**config.mk**
```make
export PLATFORM = sky130hd
export DESIGN_NAME = mvm_stream_ctrl
export DESIGN_NICKNAME = d
export VERILOG_FILES = /design/src/rtl/simax_pkg.sv /design/src/rtl/simax_narrow.sv /design/src/rtl/mvm_stream_ctrl.sv
export SDC_FILE = /design/constraint.sdc
export NUM_CORES = 1
export LEC_CHECK = 0
export ABC_AREA = 1
export BUFFER_PORTS_ARGS = -buffer_cell sky130_fd_sc_hd__buf_2
export CAP_MARGIN = 20
export CORE_AREA = 10 10 308 310
export CTS_CLUSTER_DIAMETER = 200
export CTS_CLUSTER_SIZE = 8
export DETAILED_ROUTE_END_ITERATION = 6
export DIE_AREA = 0 0 318 320
export GPL_TIMING_DRIVEN = 0
export SLEW_MARGIN = 10
export SYNTH_ARGS = -nofsm -noshare
export SYNTH_HDL_FRONTEND = slang
export SYNTH_SLANG_ARGS = --single-unit
export TNS_END_PERCENT = 100
```
**constraint.sdc**
```tcl
create_clock -name clk -period 2.09 [get_ports clk]
set_input_delay 0.1045 -clock clk [delete_from_list [all_inputs] [get_ports clk]]
set_output_delay 0.1045 -clock clk [all_outputs]
set_load 0.01 [all_outputs]
```
**src/rtl/simax_pkg.sv**
```systemverilog
// simax_pkg -- shared types for the MVM stream controller.
//
// Holds the controller FSM state enum, the two-bit mesh_state codes that
// the systolic mesh decodes, and a helper that maps one onto the other.
package simax_pkg;

    typedef enum logic [2:0] {
        ST_IDLE,
        ST_LOAD,
        ST_WAIT_X,
        ST_COMPUTE,
        ST_DRAIN
    } state_t;

    // Mesh operating modes as seen on the mesh_state port.
    localparam logic [1:0] MS_IDLE = 2'b00;
    localparam logic [1:0] MS_LOAD = 2'b01;
    localparam logic [1:0] MS_COMP = 2'b10;
    localparam logic [1:0] MS_HOLD = 2'b11;

    // WAIT_X and DRAIN both ask the mesh to hold its contents.
    function automatic logic [1:0] mesh_code(input state_t s);
        case (s)
            ST_IDLE:    return MS_IDLE;
            ST_LOAD:    return MS_LOAD;
            ST_COMPUTE: return MS_COMP;
            default:    return MS_HOLD;
        endcase
    endfunction

endpackage

```
**src/rtl/simax_narrow.sv**
```systemverilog
// simax_narrow -- narrows one mesh accumulator lane to the result lane width.
//
// Ports:
//   acc  in  ACC_W  signed accumulator value
//   res  out OUT_W  narrowed result
//
// Build option SIMAX_RESULT_SAT_EN: when defined, values outside the OUT_W
// signed range clamp to the most negative / most positive code; otherwise
// the low OUT_W bits are kept (two's-complement wrap). With OUT_W == ACC_W
// the lane passes straight through in both builds.
module simax_narrow #(
    parameter int ACC_W = 16,
    parameter int OUT_W = 16
) (
    input  logic [ACC_W-1:0] acc,
    output logic [OUT_W-1:0] res
);

    generate
        if (OUT_W == ACC_W) begin : g_same
            assign res = acc;
        end else begin : g_narrow
`ifdef SIMAX_RESULT_SAT_EN
            localparam logic [OUT_W-1:0] SAT_MAX = {1'b0, {(OUT_W-1){1'b1}}};
            localparam logic [OUT_W-1:0] SAT_MIN = {1'b1, {(OUT_W-1){1'b0}}};
            // The value fits when every bit from the OUT_W sign position up
            // is a copy of the accumulator sign bit.
            logic [ACC_W-OUT_W:0] head;
            logic                 fits;
            assign head = acc[ACC_W-1:OUT_W-1];
            assign fits = (head == '0) || (head == '1);
            assign res  = fits ? acc[OUT_W-1:0] : (acc[ACC_W-1] ? SAT_MIN : SAT_MAX);
`else
            logic [ACC_W-OUT_W-1:0] unused_head;
            assign unused_head = acc[ACC_W-1:OUT_W];
            assign res         = acc[OUT_W-1:0];
`endif
        end
    endgenerate

endmodule

```
**src/rtl/mvm_stream_ctrl.sv**
```systemverilog
// mvm_stream_ctrl -- job controller for a ROWS x COLS weight-stationary mesh.
//
// A job optionally streams ROWS*COLS weights (row-major) into the mesh,
// then runs batch_len input vectors through it, one at a time. Each vector
// is latched into mesh_x, the mesh is given LAT compute cycles, and the
// result lanes are narrowed and parked in a single-entry output buffer.
//
// Ports:
//   clk, rst_n                        clock, async active-low reset
//   start, skip_load, batch_len       job launch (sampled in IDLE)
//   abort                             cancel job, highest priority
//   w_valid/w_ready/w_data            weight stream
//   x_valid/x_ready/x_data            input vector stream
//   out_valid/out_ready/out_data/out_last  result stream
//   mesh_state, cfg_valid, cfg_addr, cfg_data, mesh_x, mesh_result  mesh side
//   busy, done                        status; done pulses on final handshake
//
// Build option SIMAX_RESULT_SAT_EN selects saturating lane narrowing
// (see simax_narrow).
module mvm_stream_ctrl
    import simax_pkg::*;
#(
    parameter int DW      = 8,
    parameter int ROWS    = 16,
    parameter int COLS    = 16,
    parameter int ROW_W   = 4,
    parameter int COL_W   = 4,
    parameter int ACC_W   = 16,
    parameter int OUT_W   = 16,
    parameter int LAT     = 2*ROWS,
    parameter int BATCH_W = 8
) (
    input  logic                     clk,
    input  logic                     rst_n,
    input  logic                     start,
    input  logic                     skip_load,
    input  logic [BATCH_W-1:0]       batch_len,
    input  logic                     abort,
    input  logic                     w_valid,
    output logic                     w_ready,
    input  logic [DW-1:0]            w_data,
    input  logic                     x_valid,
    output logic                     x_ready,
    input  logic [COLS*DW-1:0]       x_data,
    output logic                     out_valid,
    input  logic                     out_ready,
    output logic [ROWS*OUT_W-1:0]    out_data,
    output logic                     out_last,
    output logic [1:0]               mesh_state,
    output logic                     cfg_valid,
    output logic [ROW_W+COL_W-1:0]   cfg_addr,
    output logic [DW-1:0]            cfg_data,
    output logic [COLS*DW-1:0]       mesh_x,
    input  logic [ROWS*ACC_W-1:0]    mesh_result,
    output logic                     busy,
    output logic                     done
);

    localparam int LAT_W = (LAT > 1) ? $clog2(LAT) : 1;

    state_t                  state_reg, state_next;
    logic [ROW_W-1:0]        row_reg, row_next;
    logic [COL_W-1:0]        col_reg, col_next;
    logic [LAT_W-1:0]        lat_reg, lat_next;
    logic [BATCH_W-1:0]      vec_reg, vec_next;
    logic [BATCH_W-1:0]      len_reg, len_next;
    logic [COLS*DW-1:0]      mesh_x_reg, mesh_x_next;
    logic [ROWS*OUT_W-1:0]   out_data_reg, out_data_next;
    logic                    out_valid_reg, out_valid_next;
    logic                    out_last_reg, out_last_next;

    logic [ROWS*OUT_W-1:0]   narrowed;
    logic                    w_fire, x_fire, out_fire;
    logic                    last_beat, last_lat, last_vec;

    genvar gi;
    generate
        for (gi = 0; gi < ROWS; gi++) begin : g_lane
            simax_narrow #(
                .ACC_W (ACC_W),
                .OUT_W (OUT_W)
            ) u_narrow (
                .acc (mesh_result[gi*ACC_W +: ACC_W]),
                .res (narrowed[gi*OUT_W +: OUT_W])
            );
        end
    endgenerate

    // Handshake and status outputs. abort gates the readies so nothing is
    // accepted in the cycle a job is being cancelled.
    assign w_ready    = (state_reg == ST_LOAD) && !abort;
    assign x_ready    = (state_reg == ST_WAIT_X) && (!out_valid_reg || out_ready) && !abort;
    assign w_fire     = w_valid && w_ready;
    assign x_fire     = x_valid && x_ready;
    assign out_fire   = out_valid_reg && out_ready;

    assign cfg_valid  = w_fire;
    assign cfg_addr   = {row_reg, col_reg};
    assign cfg_data   = (state_reg == ST_LOAD) ? w_data : '0;
    assign mesh_state = mesh_code(state_reg);
    assign mesh_x     = mesh_x_reg;
    assign out_data   = out_data_reg;
    assign out_valid  = out_valid_reg;
    assign out_last   = out_last_reg;
    assign busy       = (state_reg != ST_IDLE);
    assign done       = (state_reg == ST_DRAIN) && out_fire && !abort;

    assign last_beat  = (row_reg == ROW_W'(ROWS-1)) && (col_reg == COL_W'(COLS-1));
    assign last_lat   = (lat_reg == LAT_W'(LAT-1));
    assign last_vec   = (vec_reg == len_reg - BATCH_W'(1));

    always_comb begin
        state_next     = state_reg;
        row_next       = row_reg;
        col_next       = col_reg;
        lat_next       = lat_reg;
        vec_next       = vec_reg;
        len_next       = len_reg;
        mesh_x_next    = mesh_x_reg;
        out_data_next  = out_data_reg;
        out_valid_next = out_valid_reg;
        out_last_next  = out_last_reg;

        if (out_fire) begin
            out_valid_next = 1'b0;
            out_last_next  = 1'b0;
        end

        case (state_reg)
            ST_IDLE: begin
                if (start) begin
                    len_next   = (batch_len == '0) ? BATCH_W'(1) : batch_len;
                    vec_next   = '0;
                    state_next = skip_load ? ST_WAIT_X : ST_LOAD;
                end
            end
            ST_LOAD: begin
                if (w_fire) begin
                    if (last_beat) begin
                        row_next   = '0;
                        col_next   = '0;
                        state_next = ST_WAIT_X;
                    end else if (col_reg == COL_W'(COLS-1)) begin
                        col_next = '0;
                        row_next = row_reg + ROW_W'(1);
                    end else begin
                        col_next = col_reg + COL_W'(1);
                    end
                end
            end
            ST_WAIT_X: begin
                if (x_fire) begin
                    mesh_x_next = x_data;
                    lat_next    = '0;
                    state_next  = ST_COMPUTE;
                end
            end
            ST_COMPUTE: begin
                // The buffer is always empty here: x is only accepted when
                // the previous result leaves in the same cycle or earlier.
                if (last_lat) begin
                    out_data_next  = narrowed;
                    out_valid_next = 1'b1;
                    out_last_next  = last_vec;
                    lat_next       = '0;
                    vec_next       = vec_reg + BATCH_W'(1);
                    state_next     = last_vec ? ST_DRAIN : ST_WAIT_X;
                end else begin
                    lat_next = lat_reg + LAT_W'(1);
                end
            end
            ST_DRAIN: begin
                if (out_fire) begin
                    vec_next   = '0;
                    state_next = ST_IDLE;
                end
            end
            default: state_next = ST_IDLE;
        endcase

        if (abort) begin
            state_next     = ST_IDLE;
            row_next       = '0;
            col_next       = '0;
            lat_next       = '0;
            vec_next       = '0;
            len_next       = '0;
            out_valid_next = 1'b0;
            out_last_next  = 1'b0;
        end
    end

    always_ff @(posedge clk or negedge rst_n) begin
        if (!rst_n) begin
            state_reg     <= ST_IDLE;
            row_reg       <= '0;
            col_reg       <= '0;
            lat_reg       <= '0;
            vec_reg       <= '0;
            len_reg       <= '0;
            mesh_x_reg    <= '0;
            out_data_reg  <= '0;
            out_valid_reg <= 1'b0;
            out_last_reg  <= 1'b0;
        end else begin
            state_reg     <= state_next;
            row_reg       <= row_next;
            col_reg       <= col_next;
            lat_reg       <= lat_next;
            vec_reg       <= vec_next;
            len_reg       <= len_next;
            mesh_x_reg    <= mesh_x_next;
            out_data_reg  <= out_data_next;
            out_valid_reg <= out_valid_next;
            out_last_reg  <= out_last_next;
        end
    end

endmodule

```
==> results_dict.tcl, run 1 <==
set metrics [dict create \
    p_leak_nw 15.24 \
    min_path_cells 5 \
    synth_cell_type_count 34 \
    htree_levels 2 \
    vias 15560 \
    ys_ff_latch 418 \
    grt_max_degree 107 \
    r2r-start "lat_reg[1]$_DFFE_PN0P_" \
    grt_pass1_wl_mm 116.8 \
    start_kind "flop" \
    syn-mean-instance-area_um2 12.48 \
    dr.pass1.iters 5 \
    cp-end-kind "flop" \
    gr-usage-all-layers 0.1515 \
    hpwl_mm 61.18 \
    fin_crit_ns 2.039 \
    finalSetupTns_ns 0 \
    cts_tree "yes" \
    die_area_um2 101800 \
    seq_power_share 0.404 \
    p_switching_mw 8.723 \
    core.rowCount 109 \
    maxSlewViolCount 0 \
    clock_power_share 0.320 \
    fin_crit_sh 0.9756 \
    layout.nets 3103 \
    wirelength_mm 80.55 \
    fp.dieH_um 320 \
    cts_buffer_depth 3 \
    ys_seq_area_frac 0.6023 \
    cts.sinks 418 \
    rr_worst_depth 9 \
    pwr-share-comb 0.276 \
    dp_cells 3376 \
    hold_class "input pin to flop" \
    synthesis.area_um2 17370 \
    worst_pin_slew_ns 0.8779 \
    drive_above_1_share 0.4608 \
    synthCells 1392 \
    dieWidth_um 318 \
    drt_iter0_markers 955 \
    synth_edf_count 0 \
    design_area_um2 29000 \
    grt_antenna_before_repair 13 \
    relSlewSlack 0.4128 \
    fin_ws_ns 0.05091 \
    viasPerCell 4.030 \
    reg2reg_to "out_data[224]$_DFFE_PN0P_" \
    fmax_mhz 490.4 \
    critPathKind "flop to flop" \
    start_util 0.1968 \
    numPortBuffers 815 \
    worst-path-max-fanout 10 \
    cp_data_arrival_time_ns 2.52 \
    switching_share 0.3319 \
    clkLatencyLatePin_ns 0.64 \
    num_io_pins 817 \
    clk_pin_slew_worst_paths_ns 0.05 \
    finalHoldViolCount 0 \
    antenna_left 0 \
    largest_reg_flops 256 \
    routedWlPerCell_um 20.87 \
    dp_slack_ns -0.3879 \
    final_common_cell "buf_2" \
    async_flop_share 1.000 \
    cts_made_buffers 58 \
    gr-total-overflow 0 \
    synth_nets 1806 \
    gp_congestion 0.8609 \
    synth-main-ff-cell "dfrtp_1" \
    drc 0 \
    yosysWarnings 0 \
    coreArea_um2 88240 \
    ir_drop_mv 0.6388 \
    cp-startpoint "lat_reg[1]$_DFFE_PN0P_" \
    critPathRequiredTime_ns 2.58 \
    fin_cells 3860 \
    grt_setup_unrepaired "true" \
    worst_hold_slack_ns 0.01461 \
    outcome "finished, final reports clean" \
    mostFrequentLayoutCells "829 x buf_2, 450 x nand2_1, 416 x dfrtp_1" \
    ff2ff_setup_slack_ns 0.05 \
    cp-endpoint "out_data[224]$_DFFE_PN0P_" \
    finClkSkew_ns 0.02944 \
    cellPowerDensity_nw_per_um2 906.5 \
    finalSetupViolCount 0 \
    final_core_util 0.3286 \
    p_int_mw 17.56 \
    dpl_cell_area_um2 23020 \
    cts_root_buffer "clkbuf_16" \
    maxCapViolations 0 \
    syn2layout_area_growth_pct 66.97 \
    power.total_mw 26.29 \
    grt_pass1_vias 17310 \
]
[power by group through the flow]
stage | registers, mW | logic, mW | clock network [mW]
2_1_floorplan | 11.3 | 2.20 | 0
3_3_place_gp | 10.6 | 6.53 | 0
3_5_place_dp | 10.7 | 6.62 | 0
4_1_cts | 10.6 | 7.32 | 8.71
5_1_grt | 10.8 | 8.05 | 8.96
6_report | 10.6 | 7.26 | 8.41
[Yosys cell counts, types with 2 or more instances]
master,instances,share of area
xor2_1,4,0.0020
nand3_1,22,0.0063
nand2_1,454,0.098
nand4_1,2,0.00072
mux2_1,5,0.0032
nand2_2,4,0.0014
mux2_2,51,0.033
o21ai_0,18,0.0052
a21oi_1,12,0.0035
o31ai_1,2,0.00086
inv_2,8,0.0017
buf_2,16,0.0046
buf_4,6,0.0026
ha_1,6,0.0043
o21a_1,3,0.0013
inv_1,57,0.012
a22o_1,2,0.0010
dfrtp_1,418,0.60
o22ai_1,7,0.0025
buf_6,36,0.023
mux2_4,200,0.17
nor2_1,41,0.0089
nor3_1,5,0.0014
nor2_2,3,0.0011
[how the worst min path moves through the flow]
stage | startpoint | end | slack [ns]
floorplan | rst_n | col_reg[0]$_DFFE_PN0P_ | -0.19
global placement | x_data[120] | mesh_x[120]$_DFFE_PN0P_ | 0.30
detailed placement | rst_n | mesh_x[50]$_DFFE_PN0P_ | -0.05
CTS | x_valid | mesh_x[54]$_DFFE_PN0P_ | 0.03
global route | x_valid | mesh_x[53]$_DFFE_PN0P_ | 0.02
finish | x_valid | mesh_x[48]$_DFFE_PN0P_ | 0.01
[cell families after synthesis]
kind of cell	Yosys count	share of synthesized area
buffers and inverters	123	0.04460
adder cells (fa/ha/maj)	6	0.004323
flip-flops	418	0.6023
XOR/XNOR	4	0.002017
AO/OA/AOI/OAI	51	0.01794
multiplexers	256	0.2092
AND/OR/NAND/NOR	534	0.1196
[critical path, stage by stage (launching register included)]
cell and delay, ns:
dfrtp_1 0.38, ha_2 0.20, nand2_2 0.08, nor2_4 0.14
ha_4 0.17, nand2_8 0.10, buf_12 0.18, buf_16 0.17
buf_12 0.16, mux2_4 0.30
[final cells by class]
type,count,area (um^2)
buffer,58,644.4
inverter,65,246.5
clock buffer,58,1451
sequential,418,10460
clock inverter,4,63.81
timing repair buffer,1237,8446
tap,1165,1458
fill,8670,59240
multi-input combinational,851,6215
antenna,4,10.01
[metal layers]
metal,vias up,share of wire,global-route usage
li1,7103,-,-
met4,8,0.030,0.05114
met2,715,0.49,0.2578
met5,-,0.00056,0
met3,138,0.10,0.06577
met1,7592,0.38,0.1676
[timing repair]
action / CTS / global route
gates resized for setup: 37 / 17
endpoints found under the setup margin: 269 / 228
buffers inserted: 7 / 6
hold buffers: 402 / 0
hold endpoints to repair: 620 / 0
gates cloned: 2 / 1
pin swaps: 2 / 5
No activity file was read; power rests on OpenSTA's default activity.
==> run 2, diff against run 1 <==
PLACE_DENSITY = 0.46   (was unset)
==> run 2 against run 1 <==
Clock power grew 2%. Combinational power shrank 1%. Clock skew shrank 0.0092 ns. Register-to-register slack gained 0.08 ns. Largest power group unchanged. First-iteration DRC count shrank 17%. Sequential share of layout area grew 0.27 points. Non-clock buffer count shrank 9.
==> results_dict.tcl, run 2 (same netlist as run 1, synthesis figures left out) <==
set metrics [dict create \
    outcome "finished, final reports clean" \
    hpwl_mm 57.59 \
    path_depth 9 \
    cp-end-kind "flop" \
    relSlewSlack 0.6124 \
    p_leak_nw 15.12 \
    grt_pass1_wl_mm 113.4 \
    final_core_util 0.3261 \
    coreArea_um2 88240 \
    cpLargestDelayFamily "buffers and inverters" \
    fp.dieH_um 320 \
    finalSetupTns_ns 0 \
    finClkSkew_ns 0.02019 \
    drt_iter0_markers 795 \
    regArea_um2 10460 \
    vias 14950 \
    ir_drop_mv 0.6252 \
    maxSlewViolCount 0 \
    cellPowerDensity_nw_per_um2 912.9 \
    htree_levels 2 \
    worst-path-max-fanout 10 \
    gp_congestion 0.7833 \
    grt_max_degree 103 \
    die_area_um2 101800 \
    mostFrequentLayoutCells "826 x buf_2, 451 x nand2_1, 418 x dfrtp_1" \
    cts_made_buffers 58 \
    antenna_left 0 \
    fmax_mhz 511.2 \
    layout.nets 3094 \
    grt_antenna_before_repair 15 \
    start_kind "flop" \
    start_util 0.1968 \
    viasPerCell 3.877 \
    dieWidth_um 318 \
    wirelength_mm 76.53 \
    worst_hold_slack_ns 0.05211 \
    cts_root_buffer "clkbuf_16" \
    finalSetupViolCount 0 \
    clk_pin_slew_worst_paths_ns 0.05 \
    num_io_pins 817 \
    cp_slowest_stage_delay_ns 0.37 \
    worst_pin_slew_ns 0.5814 \
    rr_worst_depth 9 \
    grt_pass1_vias 16800 \
    clkLatencyLatePin_ns 0.63 \
    drive_above_1_share 0.4575 \
    cts_tree "yes" \
    fin_ws_ns 0.1340 \
    core.rowCount 109 \
    syn2layout_area_growth_pct 65.67 \
    cp_data_arrival_time_ns 2.44 \
    n_fill_cell 8894 \
    largest_reg_flops 256 \
    grt_setup_unrepaired "false" \
    numPortBuffers 815 \
    dp_slack_ns -0.3813 \
    critPathKind "flop to flop" \
    path_buf_inv 3 \
    drc 0 \
    crit_slowest_cell "dfrtp_1" \
    fin_crit_ns 1.956 \
    gr-total-overflow 0 \
    ff2ff_setup_slack_ns 0.13 \
    critPathRequiredTime_ns 2.57 \
    dr.pass1.iters 4 \
    hold_class "input pin to async pin" \
    multi_input_area_um2 6186 \
    cts.sinks 418 \
    cts_buffer_depth 3 \
    routedWlPerCell_um 19.85 \
    finalHoldViolCount 0 \
    maxCapViolations 0 \
    gr-usage-all-layers 0.1455 \
    fin_crit_sh 0.9359 \
    final_common_cell "buf_2" \
    path_cells "ha_2, nand2_1, nor2_1, ha_2, nand2_8, buf_12, buf_12, buf_8, mux2_4" \
]
## run 2: layout make-up
| cell class | instances | area share |
|---|---|---|
| diodes | 9 | 0.0007828 |
| plain buffers | 58 | 0.01974 |
| clock buffers | 59 | 0.05132 |
| clock inverters | 3 | 0.001305 |
| inverters | 65 | 0.008567 |
| multi-input cells | 851 | 0.2150 |
| flip-flops and latches | 418 | 0.3636 |
| well taps | 1165 | 0.05066 |
| repair buffers | 1228 | 0.2891 |
## run 2: worst min-delay path: stages
cell and delay (ns):
dlygate4sd3_1 0.56, buf_8 0.15, buf_12 0.20
## run 2: where the power goes
| group | switching [mW] | leakage, nW | internal (mW) | total, mW |
|---|---|---|---|---|
| registers | 0.876 | 5.05 | 9.66 | 10.5 |
| logic | 4.13 | 9.32 | 3.05 | 7.18 |
| clock network | 3.62 | 0.746 | 4.92 | 8.54 |
| total | 8.63 | 15.1 | 17.6 | 26.3 |
## run 2: worst paths after layout
kind | endpoint | start
setup / recovery | out_data[106]$_DFFE_PN0P_ | lat_reg[1]$_DFFE_PN0P_
hold / removal | mesh_x[110]$_DFFE_PN0P_ | rst_n
setup reg to reg | out_data[106]$_DFFE_PN0P_ | lat_reg[1]$_DFFE_PN0P_
hold reg to reg | mesh_x[13]$_DFFE_PN0P_ | mesh_x[13]$_DFFE_PN0P_
max in group asynchronous | out_data[65]$_DFFE_PN0P_ | rst_n
min in group clk | mesh_x[55]$_DFFE_PN0P_ | x_valid
## run 2: per-stage QoR
step	area (um^2)	total power, mW	cells
2_1_floorplan	17370	13.51	1392
3_3_place_gp	22900	17.22	3372
3_5_place_dp	23020	17.24	3376
4_1_cts	28690	26.81	3845
5_1_grt	28770	27.95	3856
6_report	28770	26.27	3856
## run 2: layer usage
metal | vias up | routed length (um) | track usage
met4 | 8 | 2106 | 0.04478
met5 | - | 44 | 0
met3 | 104 | 6283 | 0.05349
li1 | 7068 | - | -
met1 | 7200 | 30790 | 0.1683
met2 | 570 | 37300 | 0.2479
## run 2: timing repair
action,CTS,global route
endpoints found under the setup margin,290,246
gates resized for setup,14,13
setup buffers,5,2
endpoints found under the hold margin,626,0
hold buffers,402,0
pin swaps,2,3
==> run 3, diff against run 2 <==
CORE_AREA = 2 2 318 320   (was 10 10 308 310)
DIE_AREA = 0 0 320 322   (was 0 0 318 320)
PLACE_DENSITY = unset   (was 0.46)
PLACE_DENSITY_LB_ADDON = 0.1   (was unset)
==> run 3 against run 2 <==
Global-route usage is 1.2 points lower. Fmax is 1.9% lower. Sequential cell count stayed put. Non-clock buffer count is 7 higher. Largest cell class unchanged. Clock skew hardly changed. Count of clock-buffer cells in the layout is 1 higher. Power is 0.19% lower. Register-to-register slack worse by 0.04 ns. Die area is 1.3% higher.
==> results_dict.tcl, run 3 (same netlist as run 1, synthesis figures left out) <==
set metrics [dict create \
    relSlewSlack 0.6148 \
    vias 14840 \
    cts_tree "yes" \
    fin_cells 3988 \
    numPortBuffers 815 \
    clk_pin_slew_worst_paths_ns 0.05 \
    cp-end-kind "flop" \
    critPathKind "flop to flop" \
    start_kind "flop" \
    drc 0 \
    cts_buffer_depth 3 \
    p_leak_nw 15.26 \
    die_area_um2 103000 \
    hold_class "input pin to flop" \
    largest_reg_flops 256 \
    finalSetupViolCount 0 \
    fin_crit_ns 1.994 \
    dp_cells 3509 \
    final_common_cell "buf_2" \
    grt_max_degree 98 \
    layout.nets 3101 \
    worst-path-max-fanout 10 \
    finClkSkew_ns 0.02045 \
    cp_slowest_stage_delay_ns 0.39 \
    design_area_um2 29180 \
    cts_root_buffer "clkbuf_16" \
    dpl_cell_area_um2 23190 \
    final_core_util 0.2931 \
    finalSetupTns_ns 0 \
    cts.sinks 418 \
    worst_hold_slack_ns 0.06765 \
    grt_pass1_vias 16280 \
    mostFrequentLayoutCells "826 x buf_2, 454 x nand2_1, 416 x dfrtp_1" \
    hpwl_mm 52.98 \
    ir_drop_mv 0.5185 \
    finalHoldViolCount 0 \
    cp_data_arrival_time_ns 2.50 \
    start_util 0.1744 \
    cpLargestDelayFamily "buffers and inverters" \
    grt_pass1_wl_mm 104.0 \
    routedWlPerCell_um 17.99 \
    core.rowCount 116 \
    dieWidth_um 320 \
    htree_levels 2 \
    outcome "finished, final reports clean" \
    dr.pass1.iters 5 \
    coreArea_um2 99570 \
    fin_crit_sh 0.9542 \
    clkLatencyLatePin_ns 0.64 \
    maxCapViolations 0 \
    wirelength_mm 71.76 \
    cellPowerDensity_nw_per_um2 898.4 \
    syn2layout_area_growth_pct 68.03 \
    worst_pin_slew_ns 0.5778 \
    grt_antenna_before_repair 3 \
    antenna_left 0 \
    viasPerCell 3.720 \
    drive_above_1_share 0.4589 \
    dp_slack_ns -0.3454 \
    maxSlewViolCount 0 \
    path_buf_inv 2 \
    crit_slowest_cell "dfrtp_1" \
    critPathRequiredTime_ns 2.59 \
    gr-total-overflow 0 \
    cts_made_buffers 58 \
    drt_iter0_markers 548 \
    power.total_mw 26.22 \
    gp_congestion 0.7593 \
    fp.dieH_um 322 \
    num_io_pins 817 \
    fmax_mhz 501.5 \
    fin_ws_ns 0.09582 \
    gr-usage-all-layers 0.1333 \
    path_cells "ha_2, nand2_1, nor2_2, ha_4, nand2_8, bufbuf_16, buf_6, mux2_4" \
]
==> run 3: changes by cell type in the layout (fill, tap and decap cells not counted), sizes merged, moves of 2 or more <==
| cell | previous run | this run |
|---|---|---|
| diode | 9 | 1 |
| clkbuf | 59 | 64 |
| buf | 885 | 888 |
| inv | 67 | 65 |
==> run 3: where the power goes <==
part	internal (mW)	leakage, nW	switching (mW)
Sequential	9.66	5.05	0.872
Combinational	3.05	9.46	3.89
Clock	4.99	0.755	3.76
==> run 3: final timing paths <==
path / from / to / slack [ns] / depth (start not counted)
worst min-delay path: x_valid / mesh_x[53]$_DFFE_PN0P_ / 0.07 / 5
worst max register to register: lat_reg[1]$_DFFE_PN0P_ / out_data[88]$_DFFE_PN0P_ / 0.1 / 8
worst max-delay path: lat_reg[1]$_DFFE_PN0P_ / out_data[88]$_DFFE_PN0P_ / 0.1 / 8
worst min register to register: mesh_x[15]$_DFFE_PN0P_ / mesh_x[15]$_DFFE_PN0P_ / 0.47 / 2
min in group asynchronous: rst_n / out_data[36]$_DFFE_PN0P_ / 0.53 / 3
max in group asynchronous: rst_n / out_data[221]$_DFFE_PN0P_ / 0.31 / 5
==> run 3: layout make-up <==
class / count / area (um^2)
fillers: 10480 / 70390
flip-flops and latches: 418 / 10460
repair buffers: 1236 / 8489
multi-input cells: 851 / 6191
well taps: 1298 / 1624
clock buffers: 60 / 1501
plain buffers: 57 / 624.3
inverters: 65 / 246.5
clock inverters: 2 / 38.79
diodes: 1 / 2.502
==> run 3: worst reg2reg max path: stages, from the launching register on <==
cell       delay [ns]
dfrtp_1          0.39
ha_2             0.19
nand2_1          0.11
nor2_2           0.06
ha_4             0.18
nand2_8          0.11
bufbuf_16        0.31
buf_6            0.19
mux2_4           0.32
==> run 3: repair_timing <==
action,CTS,global route
hold endpoints to repair,647,0
setup buffers,8,3
resized for setup,30,14
cloned,2,4
pin swaps,4,2
hold buffers,400,0
endpoints found under the setup margin,268,353
==> run 3: metal layers <==
layer,share of wire,track usage
met3,0.062,0.03471
met5,0.00033,0
met1,0.39,0.1488
met2,0.52,0.2430
met4,0.031,0.04737
